File: config.mk
export PLATFORM = sky130hd
export DESIGN_NAME = mac_symbol_packer
export DESIGN_NICKNAME = d
export VERILOG_FILES = /design/src/rtl/mac_symbol_packer.sv
export SDC_FILE = /design/constraint.sdc
export NUM_CORES = 1
export LEC_CHECK = 0
export ABC_AREA = 1
export BUFFER_PORTS_ARGS = -buffer_cell sky130_fd_sc_hd__buf_2
export CELL_PAD_IN_SITES_DETAIL_PLACEMENT = 0
export CELL_PAD_IN_SITES_GLOBAL_PLACEMENT = 1
export CORE_ASPECT_RATIO = 1.1
export CORE_MARGIN = 5
export CORE_UTILIZATION = 46
export CTS_CLUSTER_DIAMETER = 150
export DETAILED_ROUTE_END_ITERATION = 6
export PLACE_DENSITY = 0.92
export REMOVE_ABC_BUFFERS = 1
export SLEW_MARGIN = 10
export SYNTH_ARGS = -nofsm -noshare
export SYNTH_HDL_FRONTEND = slang
export SYNTH_SLANG_ARGS = --single-unit
File: constraint.sdc
create_clock -name SERIAL_CLK -period 2.9 [get_ports SERIAL_CLK]
set_input_delay 0.29 -clock SERIAL_CLK [delete_from_list [all_inputs] [get_ports SERIAL_CLK]]
set_output_delay 0.29 -clock SERIAL_CLK [all_outputs]
set_load 0.02 [all_outputs]
File: src/rtl/mac_symbol_packer.sv
// rtl/mac_symbol_packer.sv - packs a requested serial bit stream into LSB-first symbols behind a FWFT FIFO
// Optional build macro: MAC_PACKER_GRAY_EN (Gray-map each packed symbol before it is queued).
module mac_symbol_packer #(
  parameter int DEPTH   = 4,
  parameter int SYM_W   = 4,
  parameter int FRAME_W = 10
) (
  input  logic               SERIAL_CLK,
  input  logic               MAC_RST_N,
  input  logic               START,
  input  logic [2:0]         BITS_PER_SYM,
  input  logic [FRAME_W-1:0] SYMS_PER_FRAME,
  output logic               FRAME_RST,
  output logic               READ_ENABLE,
  input  logic               BIT_IN,
  input  logic               BIT_IN_VALID,
  output logic [SYM_W-1:0]   SYM_OUT,
  output logic               SYM_VALID,
  input  logic               SYM_READY,
  output logic               SYM_LAST,
  output logic               BUSY,
  output logic               FRAME_DONE
);

  localparam int TOT_W = FRAME_W + 3;
  localparam int PTR_W = $clog2(DEPTH);
  localparam int CNT_W = PTR_W + 1;

  typedef enum logic [1:0] {S_IDLE, S_PRIME, S_RUN, S_DRAIN} state_t;

  state_t             state_q, state_d;
  logic [2:0]         bps_q, bps_d;
  logic [FRAME_W-1:0] spf_q, spf_d;
  logic [TOT_W-1:0]   total_q, total_d;
  logic [TOT_W-1:0]   req_q, req_d;
  logic [TOT_W-1:0]   rx_q, rx_d;
  logic [SYM_W-1:0]   acc_q, acc_d;
  logic [2:0]         idx_q, idx_d;
  logic [FRAME_W-1:0] sym_q, sym_d;
  logic [1:0]         re_hist_q, re_hist_d;
  logic [PTR_W-1:0]   wr_q, wr_d, rd_q, rd_d;
  logic [CNT_W-1:0]   cnt_q, cnt_d;
  logic               frame_rst_q, frame_rst_d;
  logic               frame_done_q, frame_done_d;
  logic [SYM_W:0]     mem_q [DEPTH];

  logic               start_ok, fifo_empty, pop, push, bit_ok, re;
  logic [SYM_W:0]     head, push_data;
  logic [SYM_W-1:0]   acc_new, packed_v;

  always_comb begin
    start_ok   = START && (SYMS_PER_FRAME != '0) && (BITS_PER_SYM != 3'd0)
                 && (int'(BITS_PER_SYM) <= SYM_W);
    fifo_empty = (cnt_q == '0);
    head       = mem_q[rd_q];
    pop        = !fifo_empty && SYM_READY;
    // Bits already requested but not yet returned count against free space.
    re         = MAC_RST_N && (state_q == S_RUN) && (req_q < total_q)
                 && ((int'(cnt_q) + int'(re_hist_q[0]) + int'(re_hist_q[1])) < DEPTH);
    bit_ok     = BIT_IN_VALID && ((state_q == S_RUN) || (state_q == S_DRAIN))
                 && (rx_q < total_q);
    acc_new    = acc_q | (SYM_W'(BIT_IN) << idx_q);
    push       = bit_ok && (idx_q == (bps_q - 3'd1));
`ifdef MAC_PACKER_GRAY_EN
    packed_v   = acc_new ^ (acc_new >> 1);
`else
    packed_v   = acc_new;
`endif
    push_data  = {(sym_q == (spf_q - FRAME_W'(1))), packed_v};
  end

  always_comb begin
    state_d      = state_q;
    bps_d        = bps_q;
    spf_d        = spf_q;
    total_d      = total_q;
    req_d        = req_q;
    rx_d         = rx_q;
    acc_d        = acc_q;
    idx_d        = idx_q;
    sym_d        = sym_q;
    re_hist_d    = {re_hist_q[0], re};
    wr_d         = wr_q;
    rd_d         = rd_q;
    cnt_d        = cnt_q + CNT_W'(push) - CNT_W'(pop);
    frame_done_d = 1'b0;

    case (state_q)
      S_IDLE: begin
        if (start_ok) begin
          state_d = S_PRIME;
          bps_d   = BITS_PER_SYM;
          spf_d   = SYMS_PER_FRAME;
          total_d = TOT_W'(SYMS_PER_FRAME) * TOT_W'(BITS_PER_SYM);
          req_d   = '0;
          rx_d    = '0;
          acc_d   = '0;
          idx_d   = '0;
          sym_d   = '0;
        end
      end
      S_PRIME: state_d = S_RUN;
      S_RUN:   if (req_q == total_q) state_d = S_DRAIN;
      default: ;
    endcase

    if (re) req_d = req_q + TOT_W'(1);

    if (bit_ok) begin
      rx_d = rx_q + TOT_W'(1);
      if (push) begin
        acc_d = '0;
        idx_d = '0;
        sym_d = sym_q + FRAME_W'(1);
      end else begin
        acc_d = acc_new;
        idx_d = idx_q + 3'd1;
      end
    end

    if (push) wr_d = wr_q + PTR_W'(1);
    if (pop) begin
      rd_d = rd_q + PTR_W'(1);
      if (head[SYM_W]) begin
        state_d      = S_IDLE;
        frame_done_d = 1'b1;
      end
    end

    frame_rst_d = (state_d == S_PRIME);
  end

  always_ff @(posedge SERIAL_CLK) begin
    if (!MAC_RST_N) begin
      state_q      <= S_IDLE;
      bps_q        <= '0;
      spf_q        <= '0;
      total_q      <= '0;
      req_q        <= '0;
      rx_q         <= '0;
      acc_q        <= '0;
      idx_q        <= '0;
      sym_q        <= '0;
      re_hist_q    <= '0;
      wr_q         <= '0;
      rd_q         <= '0;
      cnt_q        <= '0;
      frame_rst_q  <= 1'b0;
      frame_done_q <= 1'b0;
    end else begin
      state_q      <= state_d;
      bps_q        <= bps_d;
      spf_q        <= spf_d;
      total_q      <= total_d;
      req_q        <= req_d;
      rx_q         <= rx_d;
      acc_q        <= acc_d;
      idx_q        <= idx_d;
      sym_q        <= sym_d;
      re_hist_q    <= re_hist_d;
      wr_q         <= wr_d;
      rd_q         <= rd_d;
      cnt_q        <= cnt_d;
      frame_rst_q  <= frame_rst_d;
      frame_done_q <= frame_done_d;
    end
  end

  // Storage needs no reset: an empty FIFO masks whatever the entries hold.
  always_ff @(posedge SERIAL_CLK) begin
    if (push) mem_q[wr_q] <= push_data;
  end

  assign FRAME_RST   = frame_rst_q;
  assign READ_ENABLE = re;
  assign SYM_VALID   = !fifo_empty;
  assign SYM_OUT     = fifo_empty ? '0 : head[SYM_W-1:0];
  assign SYM_LAST    = !fifo_empty && head[SYM_W];
  assign BUSY        = (state_q != S_IDLE);
  assign FRAME_DONE  = frame_done_q;

endmodule

==> impl_metrics.toml <==
[min_path]
worstHoldPathCells = 3
whs_endpoint = "FRAME_DONE"
min_path_type = "in2reg"
min_from = "SYM_READY"

[power_and_ir_drop]
p_seq_share_pct = 42.2
clockPowerShare_pct = 31.9
p_int_w = 0.00258
ir_drop_v = 0.000255
p_switching_w = 0.00128
power-per-cell-area_nw_per_um2 = 534
switching_share_pct = 33.2
leakage_nw = 3.30
combPwrFrac_pct = 25.9

[layout]
final_cell_mix = "176 x nand2_1, 128 x inv_1, 91 x nor2_1"
final_nets = 1013
fin_area_sq_um = 7230
drive_gt1_share_pct = 7.14
diodes = 0
area_growth_pct = 9.26
fillers = 1492
final_common_cell = "nand2_1"

[yosys]
ys_seq_elements = 104
synth_edf_count = 20
yosysUniqueCellTypes = 39
seq_area_frac_synth_pct = 34.5
ys_warn_count = 0
synthFlopType = "dfxtp_1"
syn-cell-area_sq_um = 6620
async_flop_share_pct = 0
synth_cells = 913
synth_area_per_cell_sq_um = 7.25

[place]
io_buffer_count = 28
finalWeightedCongestion = 0.834
dp_hpwl_microns = 10800
dpl_cell_area_sq_um = 6940

[floorplan]
die_w_microns = 124
coreArea_sq_um = 14300
pin_count = 29
dieHeight_microns = 136
start_util_pct = 46.4
row_count = 46
dieArea_sq_um = 16900

[run]
cap_violations = 0

[global_routing]
grt_pass1_wl_microns = 25100
grt_usage_pct = 17.8
grt_pass1_vias = 5421
globalRoute.totalOverflow = 0
grt_max_degree = 43
grt_antenna_before_repair = 0

[worst_setup_path]
critPathKind = "reg2reg"
crit_arrival_ns = 2.86
r2r_cells = 15
critPathLaunchType = "register"
reg2reg_from = "total_q[10]"
path_common_cell = "inv_1"
r2r_end = "cnt_q[2]"
r2r_slack_ns = 0.26
cpPeakStageDelay_ns = 0.38
critPathMaxFanout = 10
cp_cell_sequence = "inv_1, ha_1, nand2_1, inv_1, o21ai_0, nand2_2, nor2_8, nand3_2, ha_1, inv_1, ha_1, inv_1, fa_1, xnor2_1, nor2_1"
end_kind = "register"
slowest_stage = "fa_1"
required_ns = 3.12

[drt]
vias = 5666
wl_microns = 14600
wl_per_cell_microns = 12.9
drcViolationCount = 0
firstDrtPassIters = 5
vias_per_cell = 5.01
drtIter0Drc = 262
ant_nets = 0

[timing]
finalClockSkew_ns = 0.0137
fin_crit_ns = 2.64
slew_viol_final = 0
fin_tns_setup_ns = 0
rsz0062_at_grt = "no"
relSlewSlack_pct = 57.6
hold_slack_ns = 0.241
fin_crit_sh_pct = 91.0
max_freq_mhz = 379
setup_violations = 0
final-hold-violation-count = 0
worstMarginPinSlew_ns = 0.632

[clock_network]
post_cts_buffers = 0
cts_hold_buf = 0
post_cts_resized = 0
clock_insertion_delay_worst_skew_ns = 0.35
clk_pin_slew_worst_paths_ns = 0.07
cts.sinks = 104
cts_tree = "yes"
clock-root-buffer = "clkbuf_16"
cts-buffers-inserted = 9
h-tree-depth = 3
cts_max_path_buffers = 2

[outcome]
outcome = "finished, final reports clean"
worst max-delay path, delay by kind of cell (launching register included):
family / cells / cell delay [ns]
compound gates: 1 / 0.18
buf+inv: 4 / 0.19
fa+ha+maj: 4 / 1.08
simple gates: 5 / 0.51
xor+xnor: 1 / 0.18
flops: 1 / 0.34
cell families after synthesis:
kind of cell	synth area share (%)
simple gates	25.4
buf+inv	9.94
compound gates	12.6
flops	34.5
fa+ha+maj	12.7
xor+xnor	4.84
through the flow:
stage	power, W	setup WS (ns)	util (%)	instances
floorplan	0.00234	0.147	-	882
global placement	0.00265	0.347	48.6	1114
detailed placement	0.00266	0.312	48.6	1114
CTS	0.00389	0.269	50.7	1130
global route	0.00410	0.0874	50.7	1130
finish	0.00386	0.260	50.7	1130
state kept, by name, indices dropped and copies added, names as in the netlist, named ones only:
| signal | cells |
|---|---|
| sym_q | 10 |
| rx_q | 13 |
| rd_q | 2 |
| state_q | 2 |
| total_q | 13 |
| mem_q | 20 |
| spf_q | 10 |
| idx_q | 3 |
| acc_q | 4 |
| req_q | 13 |
| bps_q | 3 |
| FRAME_RST | 1 |
| FRAME_DONE | 1 |
| re_hist_q | 2 |
| cnt_q | 3 |
| wr_q | 2 |
synth_stat cells, types with 2 or more instances:
master	number	share of area [%]
or2_2	2	0.19
inv_2	3	0.17
nand3b_1	6	0.68
clkinv_1	3	0.17
xnor2_1	8	1.1
inv_1	128	7.3
xor2_1	26	3.4
o21ai_1	3	0.23
ha_1	51	9.6
o21a_1	2	0.23
dfxtp_1	84	25
nor2_1	91	5.2
fa_1	10	3.0
nand2_1	177	10
buf_2	9	0.68
buf_4	3	0.34
a21oi_1	78	5.9
nand3_1	79	6.0
nand2_2	2	0.19
nor3_1	12	0.91
nand4_1	16	1.5
edfxtp_1	20	9.1
o21bai_1	8	0.91
o21ai_0	62	4.7
buf_6	2	0.34
clkbuf_1	15	0.85
layer usage:
layer	vias to the layer above	track usage [%]	wire, microns
met1	2553	23.3	6900
met5	-	0	0
met4	0	6.09	255
met3	17	2.24	603
met2	89	30.4	6800
li1	3007	-	-
power by group through the flow:
stage / registers (W) / logic, W / clock network [W]
floorplan: 0.00165 / 0.000697 / 0
global placement: 0.00166 / 0.000991 / 0
detailed placement: 0.00166 / 0.00100 / 0
CTS: 0.00163 / 0.00101 / 0.00125
global route: 0.00164 / 0.00115 / 0.00131
finish: 0.00163 / 0.000998 / 0.00123
cell type report:
class	instances	area (sq um)	area share, %
timing repair buffer	40	230	3.18
inverter	134	503	6.96
tap	192	240	3.32
sequential	104	2280	31.6
clock buffer	10	229	3.17
multi-input combinational	644	3680	50.9
clock inverter	6	66.3	0.917
how the worst max path moves through the flow:
stage	start	end	slack [ns]	depth (start not counted)
final	total_q[10]	cnt_q[2]	0.26	15
after floorplan	total_q[10]	cnt_q[2]	0.15	15
after detailed placement	BITS_PER_SYM[2]	total_q[8]	0.31	11
after global routing	rx_q[6]	cnt_q[2]	0.09	14
after CTS	total_q[10]	cnt_q[2]	0.27	15
after global placement	BITS_PER_SYM[2]	total_q[8]	0.35	11
Power figures use the tool's default switching activity.
